[config.mk]
export PLATFORM = sky130hd
export DESIGN_NAME = tone_sched
export DESIGN_NICKNAME = d
export VERILOG_FILES = /design/src/rtl/tone_pkg.sv /design/src/rtl/tone_div.sv /design/src/rtl/tone_sched.sv
export SDC_FILE = /design/constraint.sdc
export NUM_CORES = 1
export LEC_CHECK = 0
export ABC_CLOCK_PERIOD_IN_PS = 2450
export CORE_MARGIN = 10
export CORE_UTILIZATION = 46
export DETAILED_ROUTE_END_ITERATION = 8
export PLACE_DENSITY = 0.82
export SETUP_SLACK_MARGIN = 0.15
export SLEW_MARGIN = 10
export SYNTH_ARGS = -nofsm -noshare
export SYNTH_HDL_FRONTEND = slang
export SYNTH_HIERARCHICAL = 1
export SYNTH_SLANG_ARGS = --single-unit
[constraint.sdc]
create_clock -name clock -period 2.45 [get_ports clock]
set_clock_uncertainty 0.1 [all_clocks]
set_input_delay 0.49 -clock clock [delete_from_list [all_inputs] [get_ports clock]]
set_output_delay 0.49 -clock clock [all_outputs]
set_load 0.005 [all_outputs]
[src/rtl/tone_pkg.sv]
// Shared tone codes, half-period lookup and scheduler state encoding.
package tone_pkg;

  localparam int unsigned TONE_W = 3;
  localparam int unsigned HP_W   = 4;

  localparam logic [TONE_W-1:0] TONE_RED    = 3'd0;
  localparam logic [TONE_W-1:0] TONE_GREEN  = 3'd1;
  localparam logic [TONE_W-1:0] TONE_YELLOW = 3'd2;
  localparam logic [TONE_W-1:0] TONE_BLUE   = 3'd3;
  localparam logic [TONE_W-1:0] TONE_WIN    = 3'd4;
  localparam logic [TONE_W-1:0] TONE_LOSS   = 3'd5;

  typedef enum logic [1:0] {
    IDLE = 2'd0,
    PLAY = 2'd1,
    GAP  = 2'd2
  } state_t;

  // Half period in cycles; 0 marks a silent code.
  function automatic logic [HP_W-1:0] tone_hp(input logic [TONE_W-1:0] code);
    logic [HP_W-1:0] hp;
    case (code)
      TONE_RED:    hp = 4'd4;
      TONE_GREEN:  hp = 4'd5;
      TONE_YELLOW: hp = 4'd6;
      TONE_BLUE:   hp = 4'd7;
      TONE_WIN:    hp = 4'd8;
      TONE_LOSS:   hp = 4'd3;
      default:     hp = 4'd0;
    endcase
    return hp;
  endfunction

endpackage

[src/rtl/tone_div.sv]
// Square-wave divider: toggles speaker every tone_hp(code) cycles while run is high.
module tone_div
  import tone_pkg::*;
(
  input  logic              clock,
  input  logic              reset,
  input  logic [TONE_W-1:0] code,
  input  logic              run,
  output logic              speaker
);

  logic [2:0]      hcnt;
  logic [HP_W-1:0] hp;

  assign hp = tone_hp(code);

  // run low (idle, gap, or leaving PLAY) parks the divider at phase 0.
  always_ff @(posedge clock or negedge reset) begin
    if (!reset) begin
      hcnt    <= '0;
      speaker <= 1'b0;
    end else if (!run || hp == '0) begin
      hcnt    <= '0;
      speaker <= 1'b0;
    end else if ({1'b0, hcnt} == hp - 4'd1) begin
      hcnt    <= '0;
      speaker <= ~speaker;
    end else begin
      hcnt <= hcnt + 3'd1;
    end
  end

endmodule

[src/rtl/tone_sched.sv]
// Round-robin scheduler sharing one speaker tone generator among NUM_REQ requesters.
module tone_sched
  import tone_pkg::*;
#(
  parameter int unsigned NUM_REQ = 3,
  parameter int unsigned DUR_W   = 6,
  parameter int unsigned GAP_CYC = 2
) (
  input  logic                     clock,
  input  logic                     reset,
  input  logic [NUM_REQ-1:0]       req,
  input  logic [TONE_W*NUM_REQ-1:0] tone,
  input  logic [DUR_W*NUM_REQ-1:0] dur,
  output logic [NUM_REQ-1:0]       gnt,
  output logic [NUM_REQ-1:0]       done,
  output logic                     busy,
  output logic [TONE_W-1:0]        cur_tone,
  output logic                     speaker
);

  localparam int unsigned IDX_W = (NUM_REQ > 1) ? $clog2(NUM_REQ) : 1;
  localparam int unsigned GAP_W = (GAP_CYC > 1) ? $clog2(GAP_CYC) : 1;

  state_t             state, state_nxt;
  logic [IDX_W-1:0]   rr_ptr, rr_nxt;
  logic [IDX_W-1:0]   win, win_nxt;
  logic [DUR_W-1:0]   dcnt, dcnt_nxt;
  logic [GAP_W-1:0]   gcnt, gcnt_nxt;
  logic               aborted, aborted_nxt;
  logic [NUM_REQ-1:0] gnt_nxt, done_nxt;
  logic               busy_nxt;
  logic [TONE_W-1:0]  tone_nxt;

  logic               found;
  logic [IDX_W-1:0]   pick, cand;
  logic [DUR_W-1:0]   pick_dur;
  logic               run;

  // Rotating priority search starting at rr_ptr.
  always_comb begin
    found = 1'b0;
    pick  = '0;
    cand  = '0;
    for (int unsigned k = 0; k < NUM_REQ; k++) begin
      cand = IDX_W'((32'(rr_ptr) + k) % NUM_REQ);
      if (!found && req[cand]) begin
        found = 1'b1;
        pick  = cand;
      end
    end
    pick_dur = dur[DUR_W*pick +: DUR_W];
  end

  // Next-state and next-output logic.
  always_comb begin
    state_nxt   = state;
    rr_nxt      = rr_ptr;
    win_nxt     = win;
    dcnt_nxt    = dcnt;
    gcnt_nxt    = gcnt;
    aborted_nxt = aborted;
    gnt_nxt     = gnt;
    done_nxt    = '0;
    tone_nxt    = cur_tone;
    case (state)
      IDLE: begin
        gnt_nxt  = '0;
        tone_nxt = '0;
        if (found) begin
          win_nxt     = pick;
          rr_nxt      = IDX_W'((32'(pick) + 1) % NUM_REQ);
          gnt_nxt     = NUM_REQ'(1) << pick;
          tone_nxt    = tone[TONE_W*pick +: TONE_W];
          dcnt_nxt    = pick_dur;
          aborted_nxt = 1'b0;
          if (pick_dur != '0) begin
            state_nxt = PLAY;
          end else begin
            state_nxt = GAP;
            gcnt_nxt  = GAP_W'(GAP_CYC - 1);
          end
        end
      end
      PLAY: begin
        dcnt_nxt = dcnt - DUR_W'(1);
        if (!req[win]) begin
          state_nxt   = GAP;
          gcnt_nxt    = GAP_W'(GAP_CYC - 1);
          aborted_nxt = 1'b1;
        end else if (dcnt == DUR_W'(1)) begin
          state_nxt = GAP;
          gcnt_nxt  = GAP_W'(GAP_CYC - 1);
        end
      end
      GAP: begin
        if (gcnt == '0) begin
          state_nxt = IDLE;
          gnt_nxt   = '0;
          tone_nxt  = '0;
          done_nxt  = aborted ? '0 : gnt;
        end else begin
          gcnt_nxt = gcnt - GAP_W'(1);
        end
      end
      default: begin
        state_nxt = IDLE;
        gnt_nxt   = '0;
        tone_nxt  = '0;
      end
    endcase
    busy_nxt = (state_nxt != IDLE);
  end

  always_ff @(posedge clock or negedge reset) begin
    if (!reset) begin
      state    <= IDLE;
      rr_ptr   <= '0;
      win      <= '0;
      dcnt     <= '0;
      gcnt     <= '0;
      aborted  <= 1'b0;
      gnt      <= '0;
      done     <= '0;
      busy     <= 1'b0;
      cur_tone <= '0;
    end else begin
      state    <= state_nxt;
      rr_ptr   <= rr_nxt;
      win      <= win_nxt;
      dcnt     <= dcnt_nxt;
      gcnt     <= gcnt_nxt;
      aborted  <= aborted_nxt;
      gnt      <= gnt_nxt;
      done     <= done_nxt;
      busy     <= busy_nxt;
      cur_tone <= tone_nxt;
    end
  end

  // Divider advances only while staying in PLAY, so speaker is 0 on PLAY entry and in GAP.
  assign run = (state == PLAY) && (state_nxt == PLAY);

  tone_div u_div (
    .clock   (clock),
    .reset   (reset),
    .code    (cur_tone),
    .run     (run),
    .speaker (speaker)
  );

endmodule

== After elaboration in Yosys (flattened, before gate mapping) ==
Index checks and enable logic that the tools add are counted.

* Add/subtract/negate cells: 7
* Multiply operators: 2
* Div/mod/pow operators: 4
* $lt $le $gt $ge: 4
* Equal/unequal tests: 15
* Shift-type cells: 3
* Mux-type cells: 44
* Bitwise operators: 2
* Reductions and logical operators: 20

{| class="wikitable"
|+ Operators by type and width
! operator !! number
|-
| $mod 32x2->32 const B || 3
|-
| $mod 2x2->32 const B || 1
|-
| $mux 3 || 8
|-
| $pmux 4 s6 || 1
|-
| $pmux 3 s3 || 2
|-
| $shiftx 18x6->6 || 1
|-
| $mux 1 || 16
|-
| $mux 2 || 8
|-
| $lt 2x3->1 const B || 4
|-
| $pmux 6 s2 || 1
|-
| $shiftx 9x5->3 || 1
|-
| $bmux 1 s2 || 4
|-
| $mul 2x2->4 const A || 2
|-
| $ne 2x2->1 const B || 4
|-
| $add 2x1->3 const B || 2
|-
| $eq 3x2->1 const B || 2
|-
| $eq 3x3->1 const B || 2
|-
| $eq 6x1->1 const B || 1
|-
| $mux 6 || 1
|-
| $pmux 2 s3 || 1
|-
| $reduce_and 2->1 || 3
|-
| $reduce_bool 2->1 || 3
|-
| $reduce_bool 6->1 || 1
|-
| $sub 6x1->6 const B || 1
|-
| 22 further kinds || 28
|}

* Register bits: 28

== Longest topological paths before layout ==
* Depth after elaboration: 21
* Depth in mapped cells: 12
* Depth with buffers taken out: 11

== Cells and area by module ==
The synthesis kept the hierarchy.

{| class="wikitable"
|+ Modules (own cells, without submodules)
! module !! instances !! cells an instance !! area an instance (um2) !! sequential area each (um2)
|-
| tone_sched || 1 || 184 || 1661.6 || 600.6
|-
| tone_div || 1 || 27 || 271.5 || 100.1
|}

== Worst setup path after synthesis ==
Ideal clock, no wire load.

* Path type: register to register
* Start point: reg rr_ptr[0]
* End point: reg dcnt[4]
* Setup time: 0.126 ns
* Data arrival time: 2.211 ns
* Data required time: 2.224 ns
* Setup slack: 0.013 ns
* Stages on the path, launching flop included: 11
* Buffers on the path: 1
* Cell sequence: dfrtp_1 > inv_1 > ha_1 > or3b_1 > o21ai_1 > a31o_1 > o21ba_4 > buf_6 > mux2i_1 > a21oi_1 > a311o_1

* Longest elaborated chain between the ends: 14
* Elaborated cells on any way between the ends: 27
* Classes of those cells: 2 x add/sub; 1 x mul; 3 x div; 1 x eq/ne; 1 x shift; 14 x mux; 5 x reduce/logical

{| class="wikitable"
|+ RTL lines
! element !! RTL line !! source
|-
| start: declaration || tone_sched.sv:25 || <nowiki>logic [IDX_W-1:0] rr_ptr, rr_nxt;</nowiki>
|-
| start signal: assignment || tone_sched.sv:128 || <nowiki>rr_ptr <= rr_nxt;</nowiki>
|-
| branches (longest 14 deep; another with $mod 32x2->32) || - ||
|-
| end signal: assignment || tone_sched.sv:130 || <nowiki>dcnt <= dcnt_nxt;</nowiki>
|-
| end: declaration || tone_sched.sv:27 || <nowiki>logic [DUR_W-1:0] dcnt, dcnt_nxt;</nowiki>
|}

Several ways; the timed one is not identified. The select of a mux whose other input is x is not followed.
A chain may end at the register's enable or synchronous reset.

== Worst setup path in the final report ==
* Start point: reg rr_ptr[1]
* End point: reg dcnt[0]

The elaborated chain is that of the path after synthesis.

==> flow_results.org <==
** Pwr
- Across the VDD grid, the largest voltage drop is 0.834 mV.
- Net switching power of the design :: about 1600 uW
- Leakage Power :: 0.00126 uW
- Final Power :: 3910 uW
- Per report_power, the combinational group accounts for 69.5% of the total.
- PwrDens :: 1350 nW/um2
- Switching share of power :: 41.0%
- Cell internal power was estimated by the tool at 2310 uW.
- The clock network accounts for 9.4% of the total power.
- Sequential cell fraction of total power :: between 20% and 30%

** Setup path
- The critical path in this run is classified as register to register.
- STA classifies the critical path startpoint as a register.
- The critical path starts at rr_ptr[1]$_DFFE_PN0P_.
- In this run the number of cells on the critical path is 10.
- STA classifies the critical path endpoint as a register.
- CP cell instances :: buf_6 -> ha_4 -> or3b_1 -> o21ai_1 -> a31o_1 -> o21ba_4 -> buf_6 -> mux2i_4 -> a21o_1 -> o211ai_1
- Crit-path most repeated cell :: sky130_fd_sc_hd__buf_6
- Data arrival time at the worst-slack endpoint :: 2.46 ns
- Top Family by Delay on Critical Path :: compound AO/OA/AOI/OAI gates
- The largest individual stage delay along the critical path comes from the cell sky130_fd_sc_hd__dfrtp_1.
- Setup slack on the worst flop-to-flop path :: 0.06 ns
- The largest single stage delay on the critical path is 0.40 ns.
- Along the worst path, the maximum fanout reaches 6.
- The startpoint identified for the worst register-to-register timing path is rr_ptr[1]$_DFFE_PN0P_.
- Reg-to-reg critical path endpoint :: dcnt[0]$_DFFE_PN0P_
- Critical path required time :: approximately 2.5 ns
- Count of buffering cells on the critical path with inverters included :: 2
- The most critical setup path has its endpoint at dcnt[0]$_DFFE_PN0P_.
- Counting cells, the worst reg-to-reg path comes to 10.

** Timing
- Hold violation total from the final report :: 0
- In the finished design, the share of the clock period the worst path needs comes to 97.6%.
- For the pin with the worst max-slew slack, the measured transition is 0.392 ns.
- Setup repair after global routing could not meet its margin everywhere.
- Setup violations remaining at the end of the flow were counted as 0.
- Derived from the worst setup path, the maximum achievable clock frequency is 418 MHz.
- The number of slew-limit violations in the final report was 0.
- Setup slack closes at between 0.05 and 0.06 ns.
- Relative slew margins :: 73.7%
- Minimum clock period after layout :: about 2.4 ns
- Final-layout setup total negative slack :: 0 ns

** Route
- After detailed routing, the number of remaining DRC violations is 0.
- Routed length per instance :: 17.0 um
- Across all layers, the routed design uses 1,932 vias.
- Wires add up to roughly 5700 um.
- Before antenna repair, the detailed router went through 4 iterations.
- Via density per instance :: about 5.7
- First-iteration detailed-routing DRC count :: 94
- The count of nets left with antenna violations once routing finished came out at 0.

** Placement
- Total half-perimeter wirelength after legalization and detailed placement :: 4270 um
- Before CTS, the worst setup slack after placement is -0.238 ns.
- Number of port buffers :: 42
- Final RePlAce weighted congestion :: a little over 0.8
- Total placed instance area :: around 2600 um2

** Layout
- Final #Nets :: 329
- Antenna diode count :: 0
- In the final layout, the share of cells above drive strength 1 is 26.1%.
- After routing the design area is a little under 3000 um2.
- Synth-to-layout area growth :: 50.0%

** Clocking
- H-tree lvl count :: 1
- Clock root buffer :: sky130_fd_sc_hd__clkbuf_8
- Clock Sink Count :: 28
- TritonCTS built the clock tree.
- The later pin in the worst-skew pair is clocked with a latency of 0.28 ns.
- Number of buffers between clock root and the deepest sink :: 2
- Clock tree synthesis inserted a total of 3 buffers.
- Clock input transition at the sequential cells of the worst setup and hold paths :: around 0.10 ns

** Die
- Core Rows :: 23
- Once the floorplan was initialized, standard cells occupied 48.0% of the core.
- Core area :: just over 4000 um2
- From bottom edge to top edge, the die measures between 80 and 90 um.
- Horizontal extent of the die :: 84.8 um
- The die covers around 7200 um2.
- Top-level port count :: 43

** Yosys
- Among all flip-flop cells after synthesis, the most frequent one is sky130_fd_sc_hd__dfrtp_1.
- Count of state elements after synthesis :: 28
- Post-synth design cell area :: 1930 um2
- Number of unique standard cell types used by synthesis :: 50
- The number of nets in the synthesized netlist is ~250.
- Count of flip-flops with a built-in enable after synthesis :: 0
- Synthesized netlist cell count :: 211
- Yosys printed 6 warnings.
- Summing the sequential cell areas from Yosys gives 36.2% of the chip area.
- After synthesis, the mean cell area works out to ~9.2 um2.
- In the synthesized netlist the async set-or-reset flop fraction comes to 100%.

** Flow run
- Max-cap violations in this run came to 0.

** Global routing
- The via count of the first global-routing pass came to roughly 2,000.
- All-Layer GR Usage :: 15.0%
- Pin count of the biggest net entering global routing :: 29
- The first global-routing pass estimated approximately 9000 um of wire.
- The total overflow left after global routing is 0.
- The number of antenna violations at the first check in global routing is 0.

** Worst hold path
- Hold WC Path Type :: register to register
- The worst hold path was traced through 2 stages.

** Run status
- Run status :: finished, final reports clean
## power groups by stage
stage	Sequential [uW]	Clock [uW]	Combinational, uW
after floorplan	793	0	1430
after global placement	822	0	2210
after detailed placement	831	0	2280
after CTS	815	376	2440
after global routing	852	394	2960
final	826	366	2720
## area by class of cell
class	count	area [um2]
flip-flops and latches	28	701
well taps	50	62.6
multi-input cells	164	1280
inverters	12	48.8
repair buffers	79	738
clock inverters	1	30.0
clock buffers	3	41.3
fillers	306	1130
## repair_timing
| item | CTS | global route |
|---|---|---|
| cloned | 0 | 1 |
| setup buffers | 3 | 3 |
| hold buffers | 0 | 0 |
| resized for setup | 13 | 26 |
| endpoints found under the setup margin | 21 | 22 |
| pin swaps | 8 | 9 |
## logic make-up after synthesis
kind of cell             after synthesis  synth area share, %
AND/OR/NAND/NOR                       75                 21.9
AO/OA/AOI/OAI                         63                 22.5
flip-flops                            28                 36.2
buffers and inverters                 19                 4.85
multiplexers                          15                 7.83
adder cells (fa/ha/maj)                9                 5.83
XOR/XNOR                               2                0.906
## worst reg2reg max path, delay by kind of cell, from the launching register on
kind / cells / cell delay [ns]
AOI/OAI and AO/OA: 5 / 0.67
adders and majority gates: 1 / 0.26
buffers and inverters: 2 / 0.28
DFF: 1 / 0.40
muxes: 1 / 0.23
and+or+nand+nor: 1 / 0.35
## sequential cells by signal, indices dropped and copies added (netlist names)
signal and count:
u_div/speaker 1, cur_tone 3, u_div/hcnt 3, dcnt 6, gcnt 1, gnt 3
aborted 1, busy 1, win 2, rr_ptr 2, done 3, state 2
## per-stage QoR
step | util, % | hold WS, ns | instances
floorplan | - | 0.0944 | 211
global placement | 65.4 | 0.364 | 326
detailed placement | 65.4 | 0.372 | 326
CTS | 68.9 | 0.405 | 333
global route | 72.0 | 0.421 | 337
finish | 72.0 | 0.404 | 337
## placed cells by master (no fill, tap or decap), types with 3 or more instances in the layout
master	synthesis	routed
sky130_fd_sc_hd__a21o_1	5	5
sky130_fd_sc_hd__a21oi_1	10	7
sky130_fd_sc_hd__a21oi_2	0	3
sky130_fd_sc_hd__a22o_1	3	3
sky130_fd_sc_hd__and2_1	3	3
sky130_fd_sc_hd__buf_4	1	31
sky130_fd_sc_hd__buf_6	2	4
sky130_fd_sc_hd__clkbuf_8	0	3
sky130_fd_sc_hd__clkdlybuf4s50_1	0	39
sky130_fd_sc_hd__dfrtp_1	28	28
sky130_fd_sc_hd__ha_1	9	7
sky130_fd_sc_hd__inv_1	12	10
sky130_fd_sc_hd__mux2i_1	14	8
sky130_fd_sc_hd__mux2i_2	0	3
sky130_fd_sc_hd__mux2i_4	0	3
sky130_fd_sc_hd__nand2_1	16	15
sky130_fd_sc_hd__nand2b_1	6	4
sky130_fd_sc_hd__nand3_1	7	6
sky130_fd_sc_hd__nand3b_1	4	4
sky130_fd_sc_hd__nor2_1	13	13
sky130_fd_sc_hd__nor2b_1	5	4
sky130_fd_sc_hd__nor3_1	5	5
sky130_fd_sc_hd__o21ai_0	18	12
sky130_fd_sc_hd__o21ai_1	1	6
sky130_fd_sc_hd__o221ai_1	4	4
sky130_fd_sc_hd__or4_1	3	3
## metal layers
layer	vias up	GRT usage (%)	part of all wire, %
met1	928	17.4	42
met2	56	27.1	51
met4	0	4.04	2.5
li1	933	-	-
met5	-	0	0
met3	15	3.25	5.1
## worst min path at each step
stage / from / endpoint / slack [ns]
after floorplan: reset / aborted$_DFFE_PN0P_ / 0.09
after global placement: aborted$_DFFE_PN0P_ / aborted$_DFFE_PN0P_ / 0.36
after detailed placement: aborted$_DFFE_PN0P_ / aborted$_DFFE_PN0P_ / 0.37
after CTS: aborted$_DFFE_PN0P_ / aborted$_DFFE_PN0P_ / 0.40
after global routing: aborted$_DFFE_PN0P_ / aborted$_DFFE_PN0P_ / 0.42
final: gnt[0]$_DFFE_PN0P_ / gnt[0]$_DFFE_PN0P_ / 0.40
## cell usage after synthesis (3+ instances only)
cell | n | area share (%)
sky130_fd_sc_hd__a211oi_1 | 4 | 1.6
sky130_fd_sc_hd__a21o_1 | 5 | 1.9
sky130_fd_sc_hd__inv_1 | 12 | 2.3
sky130_fd_sc_hd__or4_1 | 3 | 1.2
sky130_fd_sc_hd__a22o_1 | 3 | 1.4
sky130_fd_sc_hd__nor3b_1 | 3 | 1.2
sky130_fd_sc_hd__nor2b_1 | 5 | 1.6
sky130_fd_sc_hd__o21ai_0 | 18 | 4.7
sky130_fd_sc_hd__nand2_1 | 16 | 3.1
sky130_fd_sc_hd__dfrtp_1 | 28 | 36
sky130_fd_sc_hd__nand3_1 | 7 | 1.8
sky130_fd_sc_hd__and2_1 | 3 | 0.97
sky130_fd_sc_hd__mux2i_1 | 14 | 7.2
sky130_fd_sc_hd__ha_1 | 9 | 5.8
sky130_fd_sc_hd__o221ai_1 | 4 | 1.8
sky130_fd_sc_hd__nand3b_1 | 4 | 1.6
sky130_fd_sc_hd__nand2b_1 | 6 | 1.9
sky130_fd_sc_hd__nor3_1 | 5 | 1.3
sky130_fd_sc_hd__nor2_1 | 13 | 2.5
sky130_fd_sc_hd__a21oi_1 | 10 | 2.6
Power figures use the tool's default switching activity.
